[src/rtl/updown_monitor.sv]
// Receive-side checker for the bouncing up/down counter bus: synchronizes and
// debounces the counter value, tracks direction/steps/turnarounds, measures step period.
module updown_monitor #(
  parameter int WIDTH    = 4,
  parameter int STABLE   = 2,
  parameter int PERIOD_W = 24,
  parameter int ERR_W    = 8
) (
  input  logic                clk,
  input  logic                rst,
  input  logic [WIDTH-1:0]    cnt_in,
  output logic [WIDTH-1:0]    value,
  output logic                value_valid,
  output logic                dir,
  output logic                dir_valid,
  output logic                step_pulse,
  output logic                turn_pulse,
  output logic                err_pulse,
  output logic [ERR_W-1:0]    err_count,
  output logic [PERIOD_W-1:0] period,
  output logic                period_valid
);

  localparam int                 RUN_W    = $clog2(STABLE + 1);
  localparam logic [RUN_W-1:0]   STABLE_R = RUN_W'(STABLE);
  localparam logic [WIDTH-1:0]   MAX_V    = '1;

  typedef enum logic [1:0] {INIT, FIRST, TRACK} state_t;

  state_t state, state_next;

  logic [WIDTH-1:0] sync1, sync2;
  logic [1:0]       sync_vld;
  logic [WIDTH-1:0] cand, cand_next, ref_val, acc_val, d;
  logic [RUN_W-1:0] run, run_next;
  logic             reach, accept_d, accept_q;
  logic             up, down, step_d, turn_d, err_d, dir_next, prev_legal;
  logic [PERIOD_W-1:0] gap, gap_inc;

  // Stability filter; an acceptance still waiting to be applied is the reference value.
  always_comb begin
    // NOTE: every always_comb output gets a default first so no path can infer a latch.
    cand_next = cand;
    run_next  = run;
    reach     = 1'b0;
    ref_val   = accept_q ? acc_val : value;
    if (sync_vld[1]) begin
      if (run == '0 || sync2 != cand) begin
        cand_next = sync2;
        run_next  = RUN_W'(1);
      end else if (run != STABLE_R) begin
        run_next  = run + 1'b1;
      end
      reach = (run_next == STABLE_R) && (run != STABLE_R || sync2 != cand);
    end
    accept_d = reach && ((state == INIT && !accept_q) || cand_next != ref_val);
  end

  always_ff @(posedge clk or posedge rst) begin
    if (rst) begin
      sync1    <= '0;
      sync2    <= '0;
      sync_vld <= '0;
      cand     <= '0;
      run      <= '0;
      accept_q <= 1'b0;
      acc_val  <= '0;
    end else begin
      // NOTE: sequential state uses non-blocking assignments so every flop samples pre-edge values.
      sync1    <= cnt_in;
      sync2    <= sync1;
      sync_vld <= {sync_vld[0], 1'b1};
      cand     <= cand_next;
      run      <= run_next;
      accept_q <= accept_d;
      if (accept_d) acc_val <= cand_next;
    end
  end

  assign d       = acc_val - value;
  assign up      = (d == WIDTH'(1)) && (value != MAX_V);
  assign down    = (d == MAX_V) && (value != '0);
  assign gap_inc = (gap == '1) ? gap : gap + 1'b1;

  always_comb begin
    state_next = state;
    dir_next   = dir;
    step_d     = 1'b0;
    turn_d     = 1'b0;
    err_d      = 1'b0;
    if (accept_q) begin
      case (state)
        INIT: state_next = FIRST;
        FIRST: begin
          if (up || down) begin
            dir_next   = up;
            step_d     = 1'b1;
            state_next = TRACK;
          end else begin
            err_d = 1'b1;
          end
        end
        TRACK: begin
          if ((up && dir) || (down && !dir)) begin
            step_d = 1'b1;
          end else if ((down && dir && value == MAX_V) || (up && !dir && value == '0)) begin
            step_d   = 1'b1;
            turn_d   = 1'b1;
            dir_next = !dir;
          end else begin
            err_d      = 1'b1;
            state_next = FIRST;
          end
        end
        default: state_next = INIT;
      endcase
    end
  end

  always_ff @(posedge clk or posedge rst) begin
    if (rst) begin
      state        <= INIT;
      value        <= '0;
      value_valid  <= 1'b0;
      dir          <= 1'b0;
      step_pulse   <= 1'b0;
      turn_pulse   <= 1'b0;
      err_pulse    <= 1'b0;
      err_count    <= '0;
      period       <= '0;
      period_valid <= 1'b0;
      prev_legal   <= 1'b0;
      gap          <= '0;
    end else begin
      state      <= state_next;
      dir        <= dir_next;
      step_pulse <= step_d;
      turn_pulse <= turn_d;
      err_pulse  <= err_d;
      gap        <= accept_q ? '0 : gap_inc;
      if (accept_q) begin
        value       <= acc_val;
        value_valid <= 1'b1;
      end
      if (err_d) begin
        if (err_count != '1) err_count <= err_count + 1'b1;
        period_valid <= 1'b0;
        prev_legal   <= 1'b0;
      end
      // A measured interval is trusted only if it started at a legal step.
      if (step_d) begin
        period       <= gap_inc;
        period_valid <= period_valid | prev_legal;
        prev_legal   <= 1'b1;
      end
    end
  end

  assign dir_valid = (state == TRACK);

endmodule
[config.mk]
export PLATFORM = sky130hd
export DESIGN_NAME = updown_monitor
export DESIGN_NICKNAME = d
export VERILOG_FILES = /design/src/rtl/updown_monitor.sv
export SDC_FILE = /design/constraint.sdc
export NUM_CORES = 1
export LEC_CHECK = 0
export CORE_MARGIN = 1
export CORE_UTILIZATION = 50
export DETAILED_ROUTE_END_ITERATION = 6
export HOLD_SLACK_MARGIN = 0.02
export PLACE_DENSITY = 0.72
export SLEW_MARGIN = 25
export SYNTH_ARGS = -nofsm -noshare
export SYNTH_HDL_FRONTEND = slang
export SYNTH_SLANG_ARGS = --single-unit
[constraint.sdc]
create_clock -name clk -period 4.1 [get_ports clk]
set_clock_uncertainty 0.2 [all_clocks]
set_input_delay 0.41 -clock clk [delete_from_list [all_inputs] [get_ports clk]]
set_output_delay 0.41 -clock clk [all_outputs]
set_load 0.05 [all_outputs]
==> impl_metrics.csv <==
group,metric,value,unit
sta,rsz0062_at_grt,"no",
sta,finalSetupTns,0,ps
finish,antenna_cells,0,
placement,dpl.hpwl,5.36,mm
detailed_routing,wirelength,7.61,mm
detailed_routing,via_count,2928,
cts,worstSkewPairLatency,360,ps
cts,cts_tree,"built",
pwr,p_leak,0.00228,µW
placement,portBuffers,48,
sta,setup_viol,0,
grt,grt_antenna_before_repair,0,
logic_synthesis,ys_types,45,
floorplanning,row_count,33,
floorplanning,io_pins,49,
critical_path,crit_chain,"inv_1 > ha_1 > inv_1 > fa_1 > xnor2_1 > or4b_1 > a2111oi_1 > o21ai_1 > a21oi_4 > buf_4 > mux2i_1",
detailed_routing,drt_first_pass_iters,4,
floorplanning,die_y,93.8,µm
placement,gp_congestion,0.820,
logic_synthesis,ys_ff_latch,90,
logic_synthesis,ys_warn_count,0,
critical_path,cp_max_fo,14,
cts,ctsResizeCount,0,
detailed_routing,drtIter0Drc,159,
detailed_routing,drc_errors,0,
logic_synthesis,syn-mean-instance-area,10.9,µm²
pwr,irDropWorstVdd,234,µV
sta,slew-limit-headroom,36.1,%
outcome,status,"complete, no violations",
critical_path,arrival,3860,ps
cts,postCtsSetupBuffers,0,
finish,final_cell_mix,"dfrtp_1 (90), clkdlybuf4s50_1 (48), inv_1 (36)",
job,maxCapViolations,0,
sta,tightest_slew,949,ps
grt,grt_usage,19.7,%
critical_path,regToRegEndpoint,"period[1]",
finish,multi_input_area,1770,µm²
grt,grt_pass1_wl,13.5,mm
grt,grt_pass1_vias,2898,
sta,final.min_clock_period,3780,ps
critical_path,worst-setup-path-type,"reg -> reg",
grt,grt_start_max_net_pins,37,
critical_path,cp-start-kind,"register",
finish,layout-drive-gt1-share,9.17,%
finish,ff_latch_area,2250,µm²
worst_hold_path,hold_start,"sync1[0]",
logic_synthesis,syn-cell-area,4210,µm²
finish,final_util,61.7,%
sta,fin_crit_sh,92.2,%
finish,nets,461,
pwr,power_density,410,nW/µm²
logic_synthesis,syn-num-nets,404,
sta,slew_viol_final,0,
critical_path,cpMostUsedCell,"inv_1",
logic_synthesis,synth_cells,385,
cts,hold_buffers,0,
cts,clock_path_buffers,2,
cts,clk_pin_slew,90,ps
detailed_routing,ant_nets,0,
floorplanning,die_width,93.8,µm
cts,numCtsBuffers,9,
critical_path,end_kind,"register",
worst_hold_path,hold_path_end,"sync2[0]",
logic_synthesis,synth.yosys.seq_area_share,53.5,%
finish,fillers,652,
cts,cts_root_buffer,"clkbuf_8",
cts,cts_sinks,90,
critical_path,critPathRequiredTime,4180,ps
floorplanning,die_area,8800,µm²
grt,overflow,0,
critical_path,r2r_cells,11,
floorplanning,initial_utilization,51.5,%
cts,htree_num_levels,3,
worst_hold_path,hp-class,"reg -> reg",
critical_path,timing.reg2reg.setup_slack,320,ps
finish,areaGrowthSynthToFinish,19.8,%
critical_path,critPathMaxStageDelay,570,ps
finish,layout_commonest_cell,"dfrtp_1",
worst_hold_path,min_path_cells,0,
critical_path,crit-reg2reg-launch,"acc_val[0]",
sta,finalHoldViolCount,0,
detailed_routing,via_per_inst,5.30,
floorplanning,coreArea,8180,µm²
detailed_routing,avgRoutedWirePerCell,13.8,µm
sta,max_freq,264,MHz
critical_path,crit_path_top_delay_cell,"or4b_1",
## logic make-up (layout without fill, tap and decap cells)
group                      after synthesis  in the layout  synth area share, %
buffers and inverters                   47            109                 4.57
other                                    1              1               0.0890
AOI/OAI and AO/OA                       41             41                 6.50
muxes                                   40             40                 9.95
xor gates and xnor gates                36             36                 7.48
and+or+nand+nor                        117            117                 13.9
DFF                                     90             90                 53.5
adders and majority gates               13             13                 4.04
## synthesized netlist by cell type
cell type / count / share of area (%)
a2111oi_1: 1 / 0.24
a211oi_1: 6 / 1.1
a21o_1: 2 / 0.36
a21oi_1: 9 / 1.1
a21oi_4: 1 / 0.39
a31oi_1: 5 / 0.74
and2_1: 2 / 0.30
and3_1: 9 / 1.3
and4_1: 1 / 0.21
buf_1: 1 / 0.089
buf_2: 1 / 0.12
buf_6: 2 / 0.53
clkbuf_1: 6 / 0.53
conb_1: 1 / 0.089
dfrtp_1: 90 / 53
fa_1: 1 / 0.48
ha_1: 12 / 3.6
inv_1: 37 / 3.3
mux2_1: 3 / 0.80
mux2_2: 12 / 3.2
mux2i_1: 25 / 5.9
nand2_1: 21 / 1.9
nand2b_1: 4 / 0.59
nand3_1: 20 / 2.4
nand3b_1: 3 / 0.53
nand4_1: 8 / 1.2
nor2_1: 31 / 2.8
nor2b_1: 5 / 0.74
nor3_1: 3 / 0.36
nor4_1: 4 / 0.59
o2111ai_1: 1 / 0.21
o211a_1: 1 / 0.24
o211ai_1: 1 / 0.18
o21ai_0: 8 / 0.95
o21ai_1: 1 / 0.12
o21bai_1: 2 / 0.36
o221a_2: 1 / 0.27
o22ai_1: 1 / 0.15
o31ai_1: 1 / 0.18
or2_2: 1 / 0.15
or3_1: 3 / 0.45
or3b_2: 1 / 0.21
or4b_1: 1 / 0.24
xnor2_1: 12 / 2.5
xor2_1: 24 / 5.0
## through the flow
stage | hold slack [ps] | power [µW] | instances | cell area [µm²] | worst slack [ps]
2_1_floorplan | 131 | 1340 | 385 | 4210 | 518
3_3_place_gp | 132 | 1430 | 536 | 4830 | 446
3_5_place_dp | 137 | 1450 | 536 | 4830 | 301
4_1_cts | 156 | 2090 | 552 | 5050 | 288
5_1_grt | 165 | 2190 | 552 | 5050 | 44.8
6_report | 153 | 2070 | 552 | 5050 | 318
## routing by layer
metal  share of wire, %  wire length (µm)  up-vias  global-route usage, %
met5                  0                 0        -                      0
met4                2.1               161        0                   8.46
met3                3.7               281       14                   3.56
met2                 47              3590       58                   30.2
met1                 47              3580     1445                   27.5
li1                   -                 -     1411                      -
## critical path, delay by kind of cell (launching register included)
kind,cells,cell delay (ps)
AO/OA/AOI/OAI,3,1240
AND/OR/NAND/NOR,1,570
adder cells (fa/ha/maj),2,530
flip-flops,1,410
buffers and inverters,3,400
multiplexers,1,200
XOR/XNOR,1,150
## sequential cells by signal (all words and copies together) (netlist names), 4 cells and up
signal,cells
gap,24
period,24
err_count,8
acc_val,4
cand,4
sync1,4
sync2,4
value,4
## report_power, final
group	switching [µW]	internal, µW	leakage [µW]
combinational	253	152	0.000981
sequential	69.8	958	0.00120
clock	317	317	0.000102
total	640	1430	0.00228
## worst max-delay path by stage
stage | start | depth (start not counted) | endpoint
global route | acc_val[0] | 11 | period[17]
global placement | acc_val[0] | 11 | period[0]
floorplan | value[0] | 9 | period[14]
detailed placement | acc_val[0] | 11 | period[21]
finish | acc_val[0] | 11 | period[1]
CTS | acc_val[0] | 11 | period[3]
## layout make-up
type / count / area share [%]
clock buffers: 11 / 3.00
clock inverters: 5 / 1.24
inverters: 37 / 2.78
multi-input cells: 248 / 35.0
flip-flops and latches: 90 / 44.6
well taps: 105 / 2.60
repair buffers: 56 / 10.7
No activity file was read; power rests on OpenSTA's default activity.
